**src/rtl/demux_sched.sv**
```systemverilog
// Stream scheduler for a 1x4 demux: holds one word and steers it to a channel
// chosen round-robin (skipping stalled consumers) or by a destination tag.
module demux_sched #(
  parameter int W       = 8,
  parameter int TIMEOUT = 4
) (
  input  logic         clk,
  input  logic         rst,
  input  logic         in_valid,
  output logic         in_ready,
  input  logic [W-1:0] in_data,
  input  logic [1:0]   in_dest,
  input  logic         mode,
  output logic [3:0]   out_valid,
  input  logic [3:0]   out_ready,
  output logic [W-1:0] out_data,
  output logic [1:0]   s,
  output logic         stall,
  output logic [7:0]   skip_cnt,
  output logic         dbg_state
);

  // Handshakes: a transfer happens on a cycle where valid and ready are both
  // high at the rising edge; valid never depends on ready, while in_ready
  // depends combinationally on out_ready[s] so a word can leave and the next
  // one enter in the same cycle.

  typedef enum logic {IDLE, SEND} state_t;

  localparam logic [7:0] TO    = 8'(TIMEOUT);
  localparam logic [7:0] TO_M1 = 8'(TIMEOUT - 1);

  state_t       state_q, state_d;
  logic [W-1:0] data_q, data_d;
  logic [1:0]   s_q, s_d;
  logic [1:0]   ptr_q, ptr_d;
  logic [7:0]   wait_q, wait_d;
  logic [7:0]   skip_q, skip_d;
  logic         mode_q, mode_d;
  logic         fire, load;

  assign fire     = (state_q == SEND) && out_ready[s_q];
  assign in_ready = (state_q == IDLE) || fire;
  assign load     = in_valid && in_ready;

  always_ff @(posedge clk or posedge rst) begin
    if (rst) begin
      state_q <= IDLE;
      data_q  <= '0;
      s_q     <= 2'd0;
      ptr_q   <= 2'd0;
      wait_q  <= 8'd0;
      skip_q  <= 8'd0;
      mode_q  <= 1'b0;
    end else begin
      state_q <= state_d;
      data_q  <= data_d;
      s_q     <= s_d;
      ptr_q   <= ptr_d;
      wait_q  <= wait_d;
      skip_q  <= skip_d;
      mode_q  <= mode_d;
    end
  end

  always_comb begin
    state_d = state_q;
    data_d  = data_q;
    s_d     = s_q;
    ptr_d   = ptr_q;
    wait_d  = wait_q;
    skip_d  = skip_q;
    mode_d  = mode_q;

    if (fire) begin
      state_d = IDLE;
      ptr_d   = s_q + 2'd1;
      wait_d  = 8'd0;
    end

    if (load) begin
      state_d = SEND;
      data_d  = in_data;
      mode_d  = mode;
      wait_d  = 8'd0;
      if (mode) s_d = in_dest;
      else      s_d = fire ? (s_q + 2'd1) : ptr_q;
    end else if ((state_q == SEND) && !fire) begin
      // Held word not taken: round-robin words hop to the next channel after
      // TIMEOUT cycles, directed words stay put and raise stall instead.
      if (!mode_q) begin
        if (wait_q == TO_M1) begin
          s_d    = s_q + 2'd1;
          wait_d = 8'd0;
          if (skip_q != 8'hFF) skip_d = skip_q + 8'd1;
        end else begin
          wait_d = wait_q + 8'd1;
        end
      end else if (wait_q != TO) begin
        wait_d = wait_q + 8'd1;
      end
    end
  end

  assign out_valid = (state_q == SEND) ? (4'b0001 << s_q) : 4'b0000;
  assign out_data  = data_q;
  assign s         = s_q;
  assign stall     = (state_q == SEND) && mode_q && (wait_q == TO);
  assign skip_cnt  = skip_q;
  assign dbg_state = (state_q == SEND);

endmodule

```
**config.mk**
```make
export PLATFORM = sky130hd
export DESIGN_NAME = demux_sched
export DESIGN_NICKNAME = d
export VERILOG_FILES = /design/src/rtl/demux_sched.sv
export SDC_FILE = /design/constraint.sdc
export NUM_CORES = 1
export LEC_CHECK = 0
export CAP_MARGIN = 20
export CORE_ASPECT_RATIO = 1.75
export CORE_MARGIN = 5
export CORE_UTILIZATION = 30
export CTS_CLUSTER_SIZE = 40
export DETAILED_ROUTE_END_ITERATION = 10
export PLACE_DENSITY = 0.58
export SLEW_MARGIN = 20
export SYNTH_ARGS = -nofsm -noshare
export SYNTH_HDL_FRONTEND = slang
export SYNTH_SLANG_ARGS = --single-unit
```
**constraint.sdc**
```tcl
create_clock -name clk -period 5.5 [get_ports clk]
set_clock_uncertainty 0.1 [all_clocks]
set_input_delay 1.65 -clock clk [delete_from_list [all_inputs] [get_ports clk]]
set_output_delay 1.65 -clock clk [all_outputs]
set_load 0.05 [all_outputs]
```
==> key figures <==
Run status
  – Outcome: finished clean

Layout
  – Layout cells sized above 1: 0.106
  – Finished Layout Cells: 271
  – Inserted Diodes: 0
  – Area growth from synthesis to layout: 35.8%
  – Fin area: 2180 um^2
  – Commonest non-fill, non-tap cell in the layout: clkdlybuf4s50_1
  – Commonest cells after routing, fill and taps aside: clkdlybuf4s50_1 (41), nand2_1 (40), dfrtp_1 (30), nand3_1 (11)
  – Fin nets: 240

Timing
  – Measured slew at the worst slew-check pin: 0.898 ns
  – Final setup fails: 0
  – Highest Clock Rate: 0.210 GHz
  – Period utilization: 0.866
  – Max Slew Vio Count: 0
  – RSZ-0062 raised after global routing: false
  – Setup_tns: 0 ns
  – Fin crit period: 4.76 ns
  – Hold Violations, Final: 0
  – Slew margin rel.: 0.394

Critical path
  – Crit. Startpoint: out_ready[2]
  – Reg-to-reg slack, setup: 3.00 ns
  – Worst stage delay on the critical path: 0.48 ns
  – Endpoint class of the critical path: primary output
  – Critical-path cell list: clkdlybuf4s50_1 > mux2i_1 > a22oi_2 > buf_4
  – Critical-path top delay cell: a22oi_2
  – Critical path depth: 4
  – Top delay family on crit path: buffers and inverters
  – Register-to-Register Path Depth: 6
  – CP startpoint kind: input port
  – WP buf/inv: 2
  – Worst r2r src: dbg_state$_DFFE_PP0P_
  – Crit path capture: in_ready
  – Worst setup path category: input port to primary output
  – Critical Path RT: 3.75 ns
  – Data arrival, critical path: 3.01 ns
  – Crit-path max FO: 10
  – R2r endpoint: s[1]$_DFFE_PP0P_

Detailed routing
  – Initial DRT Pass Iterations: 4
  – DR iter-0 viols: 44
  – Routed via count: 1366
  – Final ANT Viol Nets: 0
  – Routed len/inst: 14.0 um
  – Drt total wl: 3.80 mm
  – Vias per cell: 5.04
  – DRC Markers: 0

Min path
  – HP Class: flip-flop to flip-flop

Synth
  – Post-synth EDFFs: 0
  – Sequential area share after synthesis: 0.467
  – Async set or reset register ratio after synthesis: 1.00
  – Post-synth top flop: dfrtp_1
  – Post-Syn Nets: 194
  – Syn Inst Count: 169
  – Ys Warns: 0
  – Avg Synthesized Cell Area: 9.51 um^2
  – Synthesized flop and latch total: 30
  – Yosys cell types: 41
  – Syn Std Cell Area: 1610 um^2

Placement
  – Global placer's final weighted congestion: 0.812
  – Detail Placement HPWL: 2.90 mm
  – Cell area after placement: 2090 um^2
  – Post-Place Cells: 263
  – Port Buf Inserts: 42

Floorplan
  – Die Height: 107 um
  – Core Region: 5260 um^2
  – Die ar.: 6980 um^2
  – Num rows: 35
  – Initial Utilization: 0.306
  – I/O pins: 43
  – Die Wd: 65.3 um

CTS
  – Clock-pin slew on the worst setup and hold paths: 0.07 ns
  – Hold_buf cts: 0
  – Clock root buffer: clkbuf_8
  – # resized after CTS: 0
  – TritonCTS clock tree: built
  – CTS H-tree lvls: 2
  – CTS Sinks: 30
  – Worst-Skew Late Latency: 0.28 ns
  – Max Root-Sink Buffers: 2
  – Setup Fix Bufs, Post-CTS: 0
  – CTS buffer count: 5

Global routing
  – Largest net degree at the start of global routing: 17
  – Antenna violations before repair: 0
  – Total track usage: 0.122
  – GR Overflow Total: 0
  – First-pass GRT wire length: 6.64 mm
  – Vias in the first global route: 1412

Run
  – Max-cap viol count: 0

Power and ir drop
  – Pwr dens: 519 nW/um^2
  – VDD IR max: 0.293 mV
  – Leakage: 0.961 nW
-- power breakdown --
| group | switching, mW | internal (mW) | total (mW) |
|---|---|---|---|
| Sequential | 0.0608 | 0.284 | 0.345 |
| Combinational | 0.394 | 0.208 | 0.603 |
| Clock | 0.0857 | 0.100 | 0.186 |
| Total | 0.541 | 0.593 | 1.13 |
-- cells in the mapped netlist (2+ instances only) --
cell type	count	area [um^2]
mux2i_1	5	50.1
and3_1	3	18.8
and2_1	5	31.3
o21ai_0	4	20.0
xnor2_1	5	43.8
nand3b_1	2	15.0
a31oi_1	4	25.0
o221a_2	2	22.5
nor3_1	3	15.0
mux2_2	2	22.5
clkbuf_1	3	11.3
ha_1	7	87.6
nand2b_1	2	12.5
nand3_1	11	55.1
buf_2	2	10.0
xor2_1	2	17.5
a22oi_1	2	15.0
nor2_1	6	22.5
a21oi_1	2	10.0
or3_1	2	12.5
dfrtp_1	30	751
nand2_1	40	150
inv_1	7	26.3
-- stage by stage --
step	power [mW]	hold slack, ns	utilization	setup WS, ns
2_1_floorplan	0.762	0.372	-	1.18
3_3_place_gp	0.957	0.358	0.397	0.750
3_5_place_dp	0.961	0.367	0.397	0.691
4_1_cts	1.15	0.385	0.415	0.689
5_1_grt	1.22	0.396	0.415	0.635
6_report	1.13	0.379	0.415	0.739
-- worst register-to-register path, delay by kind of cell, from the launching register on --
kind                   cells  cell delay (ns)
and+or+nand+nor            2             0.75
AOI/OAI and AO/OA          3             0.78
buffers and inverters      1             0.27
DFF                        1             0.51
-- layer usage --
metal | routed length (um) | share of wire | track usage
met5 | 0 | 0 | 0
met4 | 90 | 0.024 | 0.0579
met3 | 136 | 0.036 | 0.0178
met2 | 2070 | 0.54 | 0.215
met1 | 1510 | 0.40 | 0.141
-- final cells by class --
cell class | count | area (um^2)
Clock inverter | 2 | 12.5
Sequential cell | 30 | 751
Fill cell | 531 | 3070
Timing Repair Buffer | 44 | 433
Clock buffer | 6 | 82.6
Inverter | 7 | 26.3
Multi-Input combinational cell | 127 | 810
Tap cell | 55 | 68.8
-- flip-flops by register name (all words and copies together), names as in the netlist --
| name | cells |
|---|---|
| mode_q | 1 |
| dbg_state | 1 |
| s | 2 |
| ptr_q | 2 |
| skip_cnt | 8 |
| wait_q | 8 |
| out_data | 8 |
-- logic make-up (layout without fill, tap and decap cells) --
logic type | after synthesis | after routing | synth area share
simple gates | 85 | 85 | 0.269
fa+ha+maj | 7 | 7 | 0.0545
compound gates | 21 | 21 | 0.0965
xor+xnor | 7 | 7 | 0.0381
flops | 30 | 30 | 0.467
mux | 7 | 7 | 0.0451
buf+inv | 12 | 59 | 0.0296
-- worst min-delay path by stage --
stage	start	end	slack, ns	cells past startpoint
finish	out_data[0]$_DFFE_PP0N_	out_data[0]$_DFFE_PP0N_	0.38	2
global placement	out_data[0]$_DFFE_PP0N_	out_data[0]$_DFFE_PP0N_	0.36	2
global route	out_data[4]$_DFFE_PP0N_	out_data[4]$_DFFE_PP0N_	0.40	2
CTS	out_data[0]$_DFFE_PP0N_	out_data[0]$_DFFE_PP0N_	0.39	2
floorplan	mode_q$_DFFE_PP0N_	mode_q$_DFFE_PP0N_	0.37	2
detailed placement	out_data[0]$_DFFE_PP0N_	out_data[0]$_DFFE_PP0N_	0.37	2
Note: power is estimated with default switching activity, not from simulation.
